`config.mk`:
```
export PLATFORM = sky130hd
export DESIGN_NAME = mult_share_ctrl
export DESIGN_NICKNAME = d
export VERILOG_FILES = /design/src/rtl/mult_share_ctrl.sv
export SDC_FILE = /design/constraint.sdc
export NUM_CORES = 1
export LEC_CHECK = 0
export CELL_PAD_IN_SITES_DETAIL_PLACEMENT = 1
export CELL_PAD_IN_SITES_GLOBAL_PLACEMENT = 2
export CORE_MARGIN = 10
export CORE_UTILIZATION = 29
export DETAILED_ROUTE_END_ITERATION = 12
export GPL_ROUTABILITY_DRIVEN = 0
export GPL_TIMING_DRIVEN = 0
export PLACE_DENSITY_LB_ADDON = 0.1
export SYNTH_ARGS = -nofsm -noshare
export SYNTH_HDL_FRONTEND = slang
export SYNTH_SLANG_ARGS = --single-unit
```
`constraint.sdc`:
```
create_clock -name clk -period 2.43 [get_ports clk]
set_clock_uncertainty 0.05 [all_clocks]
set_input_delay 0.6075 -clock clk [delete_from_list [all_inputs] [get_ports clk]]
set_output_delay 0.6075 -clock clk [all_outputs]
set_load 0.1 [all_outputs]
```
`src/rtl/mult_share_ctrl.sv`:
```
// Round-robin controller that lends one 4x4 shift-add multiplier to N_REQ requesters.
// Operands are latched at grant time; the product returns to the owner with a one-cycle valid.
module mult_share_ctrl #(
   parameter int N_REQ     = 4,
   parameter int DRAIN_CYC = 10,
   parameter int TIMEOUT   = 15
) (
   input  logic                 clk,
   input  logic                 rst,
   input  logic [N_REQ-1:0]     req,
   input  logic [4*N_REQ-1:0]   a_in,
   input  logic [4*N_REQ-1:0]   b_in,
   output logic [N_REQ-1:0]     gnt,
   output logic [N_REQ-1:0]     rsp_valid,
   output logic [7:0]           rsp_prod,
   output logic                 busy,
   output logic                 err,
   output logic                 mult_st,
   output logic [3:0]           mult_mplier,
   output logic [3:0]           mult_mcand,
   input  logic                 mult_done,
   input  logic [8:0]           mult_acc
);

   localparam int PW = (N_REQ > 1) ? $clog2(N_REQ) : 1;
   localparam int CW = PW + 1;
   localparam int DW = $clog2(DRAIN_CYC + 1);
   localparam int TW = $clog2(TIMEOUT + 1);
   localparam int unsigned NR = N_REQ;

   typedef enum logic [2:0] {
      ST_DRAIN,
      ST_IDLE,
      ST_START,
      ST_WAIT,
      ST_RESP
   } state_t;

   state_t           r_state;
   logic [DW-1:0]    r_drain_cnt;
   logic [TW-1:0]    r_tmo_cnt;
   logic [PW-1:0]    r_rr_ptr;
   logic [PW-1:0]    r_owner;
   logic [N_REQ-1:0] r_gnt;
   logic [N_REQ-1:0] r_rsp_valid;
   logic [7:0]       r_rsp_prod;
   logic             r_busy;
   logic             r_err;
   logic             r_mult_st;
   logic [3:0]       r_mplier;
   logic [3:0]       r_mcand;

   logic             w_found;
   logic [PW-1:0]    w_pick;
   logic [N_REQ-1:0] w_pick_oh;
   logic [PW-1:0]    w_next_ptr;
   logic [3:0]       w_a_arr [N_REQ];
   logic [3:0]       w_b_arr [N_REQ];
   logic             w_unused_acc;

   // Bit 8 of the accumulator is a carry the 4x4 product never needs.
   assign w_unused_acc = mult_acc[8];

   for (genvar g = 0; g < N_REQ; g++) begin : g_ops
      assign w_a_arr[g] = a_in[4*g +: 4];
      assign w_b_arr[g] = b_in[4*g +: 4];
   end

   // Search upward from the round-robin pointer; CW bits keep ptr+i from wrapping early.
   always_comb begin
      logic [CW-1:0] cand;
      cand    = '0;
      w_found = 1'b0;
      w_pick  = '0;
      for (int unsigned i = 0; i < NR; i++) begin
         cand = {1'b0, r_rr_ptr} + CW'(i);
         if (cand >= CW'(N_REQ)) begin
            cand = cand - CW'(N_REQ);
         end
         if (!w_found && req[cand[PW-1:0]]) begin
            w_found = 1'b1;
            w_pick  = cand[PW-1:0];
         end
      end
   end

   always_comb begin
      w_pick_oh         = '0;
      w_pick_oh[w_pick] = 1'b1;
   end

   assign w_next_ptr = (r_owner == PW'(N_REQ - 1)) ? '0 : r_owner + 1'b1;

   always_ff @(posedge clk or posedge rst) begin
      if (rst) begin
         r_state     <= ST_DRAIN;
         r_drain_cnt <= '0;
         r_tmo_cnt   <= '0;
         r_rr_ptr    <= '0;
         r_owner     <= '0;
         r_gnt       <= '0;
         r_rsp_valid <= '0;
         r_rsp_prod  <= '0;
         r_busy      <= 1'b1;
         r_err       <= 1'b0;
         r_mult_st   <= 1'b0;
         r_mplier    <= '0;
         r_mcand     <= '0;
      end else begin
         r_mult_st   <= 1'b0;
         r_rsp_valid <= '0;
         unique case (r_state)
            // Lets a multiplier run orphaned by reset finish; its done is ignored here.
            ST_DRAIN: begin
               if (r_drain_cnt == DW'(DRAIN_CYC - 1)) begin
                  r_state <= ST_IDLE;
                  r_busy  <= 1'b0;
               end else begin
                  r_drain_cnt <= r_drain_cnt + 1'b1;
               end
            end
            ST_IDLE: begin
               if (w_found) begin
                  r_owner   <= w_pick;
                  r_gnt     <= w_pick_oh;
                  r_mplier  <= w_a_arr[w_pick];
                  r_mcand   <= w_b_arr[w_pick];
                  r_mult_st <= 1'b1;
                  r_busy    <= 1'b1;
                  r_state   <= ST_START;
               end
            end
            ST_START: begin
               r_tmo_cnt <= '0;
               r_state   <= ST_WAIT;
            end
            ST_WAIT: begin
               if (mult_done) begin
                  r_rsp_prod  <= mult_acc[7:0];
                  r_rsp_valid <= r_gnt;
                  r_state     <= ST_RESP;
               end else if (r_tmo_cnt == TW'(TIMEOUT - 1)) begin
                  r_err       <= 1'b1;
                  r_rsp_prod  <= '0;
                  r_rsp_valid <= r_gnt;
                  r_state     <= ST_RESP;
               end else begin
                  r_tmo_cnt <= r_tmo_cnt + 1'b1;
               end
            end
            ST_RESP: begin
               r_rr_ptr <= w_next_ptr;
               r_gnt    <= '0;
               r_busy   <= 1'b0;
               r_state  <= ST_IDLE;
            end
            default: begin
               r_drain_cnt <= '0;
               r_gnt       <= '0;
               r_busy      <= 1'b1;
               r_state     <= ST_DRAIN;
            end
         endcase
      end
   end

   assign gnt         = r_gnt;
   assign rsp_valid   = r_rsp_valid;
   assign rsp_prod    = r_rsp_prod;
   assign busy        = r_busy;
   assign err         = r_err;
   assign mult_st     = r_mult_st;
   assign mult_mplier = r_mplier;
   assign mult_mcand  = r_mcand;

endmodule

```
* Yosys cells after proc, flatten, opt, wreduce, memory -nomap -nowiden
Index checks and enable logic that the tools add are counted.
** Word-level totals
- Register bits after elaboration :: 42
- Bits of input ports :: 48
- Output and inout port bits :: 27
- Word-level logic and storage cells :: 124
** Operators by class
- Add/sub/neg operators :: 10
- Order comparisons :: 11
- Equal/unequal tests :: 13
- Mux-type cells :: 51
- Bitwise gates (word level) :: 5
- Reduce and logical (&&, ||, !) cells :: 21
** Operators by type and width (number)
- $mux 4 :: 11
- $pmux 4 s2 :: 3
- $mux 2 :: 9
- $bmux 4 s2 :: 2
- $mux 8 :: 2
- $lt 2x3->1 const B :: 5
- $pmux 3 s5 :: 1
- $mux 1 :: 13
- $ge 3x3->1 const B :: 4
- $mux 3 :: 4
- $reduce_and 3->1 :: 4
- $ne 2x2->1 const B :: 5
- $add 4x1->4 const B :: 2
- $bmux 1 s2 :: 4
- $eq 4x4->1 const B :: 2
- $reduce_and 2->1 :: 4
- $sub 2x1->2 const B :: 4
- $add 2x2->3 const B :: 2
- $eq 3x2->1 const B :: 2
- $logic_and 1x1->1 :: 4
- $not 1->1 :: 4
- $pmux 1 s4 :: 1
- $reduce_bool 2->1 :: 2
- $reduce_or 4->1 :: 1
- other kinds (14) :: 16

* Logic depth before layout (Yosys ltp)
- Word-level depth :: 20
- Mapped depth :: 7
- Depth with buffers taken out :: 7

* Least setup slack after synthesis
OpenSTA, ideal clock, no wires.
- Path type :: input -> register
- Start :: input req[0]
- End :: register r_mcand[0], in the netlist mult_mcand[0]
- Library setup time :: 0.086 ns
- Arrival :: 1.703 ns
- Required time :: 2.294 ns
- Slack :: 0.591 ns
- Stages on the path :: 6
- Path buffers :: 1
- Cell sequence :: a21oi_1 nor3b_1 or3_4 or2_1 buf_6 o221ai_2
** On the way
- Longest elaborated chain between the ends :: 16
- Elaborated cells between the ends (all ways) :: 27
- Those cells by class :: mux: 19; bitwise: 1; reduce/logical: 7
** RTL lines
- start: declaration :: RTL line 10 : input logic [N_REQ-1:0] req,
- $bmux 1 s2 :: RTL line 80 : if (!w_found && req[cand[PW-1:0]]) begin
- $mux 1 (implied by the code) :: RTL line 80
- $mux 1 :: RTL line 80
- $logic_not 1->1 :: RTL line 80
- $logic_and 1x1->1 :: RTL line 80
- $mux 1 :: RTL line 80
- $logic_not 1->1 :: RTL line 80
- $logic_and 1x1->1 :: RTL line 80
- $mux 1 :: RTL line 80
- $logic_not 1->1 :: RTL line 80
- $logic_and 1x1->1 :: RTL line 80
- $mux 2 :: RTL line 80
- $not 2->3 (implied by the code) :: RTL line 127 : r_mcand <= w_b_arr[w_pick];
- $bmux 4 s2 :: RTL line 127
- $mux 4 (implied by the code) (2 in series) :: RTL line 127
- end signal: assignment :: RTL line 127
- end: declaration :: RTL line 51 : logic [3:0] r_mcand;
Several ways; a longest one is shown, not always the timed one. The select of a mux whose other input is x is not followed.
A chain may end at the register's enable or synchronous reset.

* Final worst setup path
- Start :: register r_busy, in the netlist busy
- End :: output busy
** RTL lines
- start: declaration :: RTL line 47 : logic r_busy;
- start signal: assignment :: RTL line 104 : r_busy <= 1'b1;
- start signal: assignment :: RTL line 117 : r_busy <= 1'b0;
- start signal: assignment :: RTL line 129 : r_busy <= 1'b1;
- end: declaration :: RTL line 16 : output logic busy,
No word-level cell between the ends.

==> impl_metrics.ini <==
[worst_setup_path]
cpPeakStageDelay_ns = 0.85
worstSetupStartpointType = flop
critPathBufInv = 1
cp.required_ns = 1.77
crit_arrival_ns = 1.67
crit_path_end = busy
reg2reg_slack_ns = 0.60
end_kind = primary output
cp_slowest_cell = dlygate4sd2_1
r2r-start = r_tmo_cnt[0]
worstPathMaxFanout = 2
reg2reg_depth = 7
r2r_end = rsp_valid[1]
crit_chain = dlygate4sd2_1
crit_start = busy
critical_path_class = reg2out
critical_path.top_delay_family = buffers and inverters
cp.depth = 1

[clock_network]
cts.sinks = 42
clk_latency_ns = 0.29
htreeDepth = 2
cts.clk_slew.worst_paths_ns = 0.08
postCtsSetupBuffers = 0
cts_tree = yes
clock_path_buffers = 2
cts_buffers = 5
cts_root_buf = clkbuf_8

[sta]
period_minus_slack_ns = 2.33
relSlewSlack = 0.332
fin_crit_sh = 0.958
rsz0062_at_grt = false
timing.fmax_mhz = 429
hold_viol = 0
worst_pin_slew_ns = 1.01
finalMaxSlewViolations = 0
finalSetupTns_ns = 0
finalSetupViolations = 0

[global_routing]
grt_start_max_net_pins = 40
grt_overflow = 0
grt_pass1_wl_microns = 10200
grt_pass1_vias = 2016
grt_util_all_layers = 0.112
antenna_found_initial = 0

[die]
core_region_area_sq_um = 6870
die_x_microns = 105
fp.dieH_microns = 105
start_util = 0.302
row_count = 30
ioPinCount = 75
die-area_sq_um = 10900

[power]
peakVddDrop_uv = 568
pwr_density_cell_nw_per_um2 = 1440
cellLeakagePower_nw = 1.44

[layout]
final_common_cell = clkdlybuf4s50_1
fillers = 804
fin_util = 0.440
diodes = 0
mostFrequentLayoutCells = clkdlybuf4s50_1 (46), dfrtp_1 (41), dlygate4sd2_1 (26)
layout-drive-gt1-share = 0.0786
final_nets = 332
syn2layout_area_growth_pct = 45.9

[yosys]
synth_seq_area_share = 0.508
synth-edff-count = 0
synth_area_per_cell_sq_um = 10.5
ys_warn_count = 0
synthesis.area_sq_um = 2070
ys_ff_latch = 42
synthesis.nets = 251
synth.distinct_cells = 40
syn_inst = 198
async_flop_share = 1.00
synth_ff_type = dfrtp_1

[detailed_routing]
num_vias = 1770
vias_per_cell = 4.71
drt_iter0_drc = 36
drc = 0
wl_per_cell_microns = 16.2
ant_nets = 0
firstDrtPassIters = 4
wl_microns = 6080

[min_path]
min_path_type = reg2reg
hp-start = busy

[place]
port_buffers = 73
dp_hpwl_microns = 4710

[outcome]
outcome = complete, no violations

[run]
drv_cap = 0
## repair_timing
item                                    4_1_cts  5_1_grt
hold buffers                                  0        0
endpoints found under the setup margin       26        1
hold endpoints to repair                      0        0
resized for setup                            26        1
## cell type report
type | count | area [sq um] | area share
multi-input cells | 136 | 923 | 0.305
plain buffers | 9 | 56.3 | 0.0186
flip-flops and latches | 42 | 1050 | 0.348
clock inverters | 2 | 37.5 | 0.0124
clock buffers | 6 | 72.6 | 0.0240
inverters | 11 | 41.3 | 0.0137
repair buffers | 74 | 721 | 0.238
well taps | 96 | 120 | 0.0397
## synthesized netlist by cell type, drive strengths merged, types with 3 or more instances
library cell | number | area share
dfrtp | 41 | 0.49
nand2 | 24 | 0.043
mux2i | 16 | 0.077
a21oi | 11 | 0.027
inv | 11 | 0.020
a22o | 10 | 0.042
nor2 | 8 | 0.014
o221ai | 8 | 0.037
nand2b | 7 | 0.022
nand3 | 7 | 0.017
buf | 6 | 0.022
o21ai | 6 | 0.014
ha | 5 | 0.030
and2 | 4 | 0.012
o31ai | 4 | 0.014
or3 | 4 | 0.014
a31oi | 3 | 0.0091
clkbuf | 3 | 0.0054
## worst min-delay path by stage
stage / slack, ns / endpoint / cells past startpoint
floorplan: 0.40 / r_owner[1] / 2
global placement: 0.41 / err / 2
detailed placement: 0.42 / busy / 2
CTS: 0.43 / busy / 2
global route: 0.45 / mult_mplier[1] / 2
finish: 0.43 / busy / 2
## stage by stage
step / setup WS (ns) / power (W) / cell area [sq um] / hold WS, ns / cells
after global routing: 0.00142 / 0.00466 / 3020 / 0.452 / 376
final: 0.102 / 0.00436 / 3020 / 0.425 / 376
after floorplan: 0.591 / 0.00323 / 2070 / 0.400 / 198
after global placement: -0.218 / 0.00394 / 2920 / 0.414 / 367
after CTS: 0.00765 / 0.00443 / 3020 / 0.433 / 376
after detailed placement: -0.177 / 0.00397 / 2940 / 0.422 / 368
## power by group
| part | internal (W) | switching, W | total (W) |
|---|---|---|---|
| clock network | 0.000307 | 0.000254 | 0.000561 |
| registers | 0.000983 | 0.000192 | 0.00118 |
| logic | 0.000681 | 0.00194 | 0.00262 |
| total | 0.00197 | 0.00238 | 0.00436 |
## state kept, by name (all words and copies together), names as in the netlist
register     cells
rsp_prod         8
gnt              4
mult_mcand       4
mult_mplier      4
r_drain_cnt      4
r_tmo_cnt        4
rsp_valid        4
r_state          3
r_owner          2
r_rr_ptr         2
busy             1
err              1
mult_st          1
## cell families (layout without fill, tap and decap cells)
group,count (synthesis),after routing,synth area share
and+or+nand+nor,65,65,0.161
muxes,18,18,0.0881
buffers and inverters,20,102,0.0471
AOI/OAI and AO/OA,47,47,0.162
xor gates and xnor gates,1,1,0.00423
DFF,42,42,0.508
adders and majority gates,5,5,0.0302
## per-layer routing
layer  vias up  part of all wire  GRT usage
met4         0            0.0038     0.0239
met5         -                 0          0
met2        43              0.48      0.187
met3         2             0.083     0.0553
met1       859              0.43      0.127
li1        866                 -          -
Note: power is estimated with default switching activity, not from simulation.
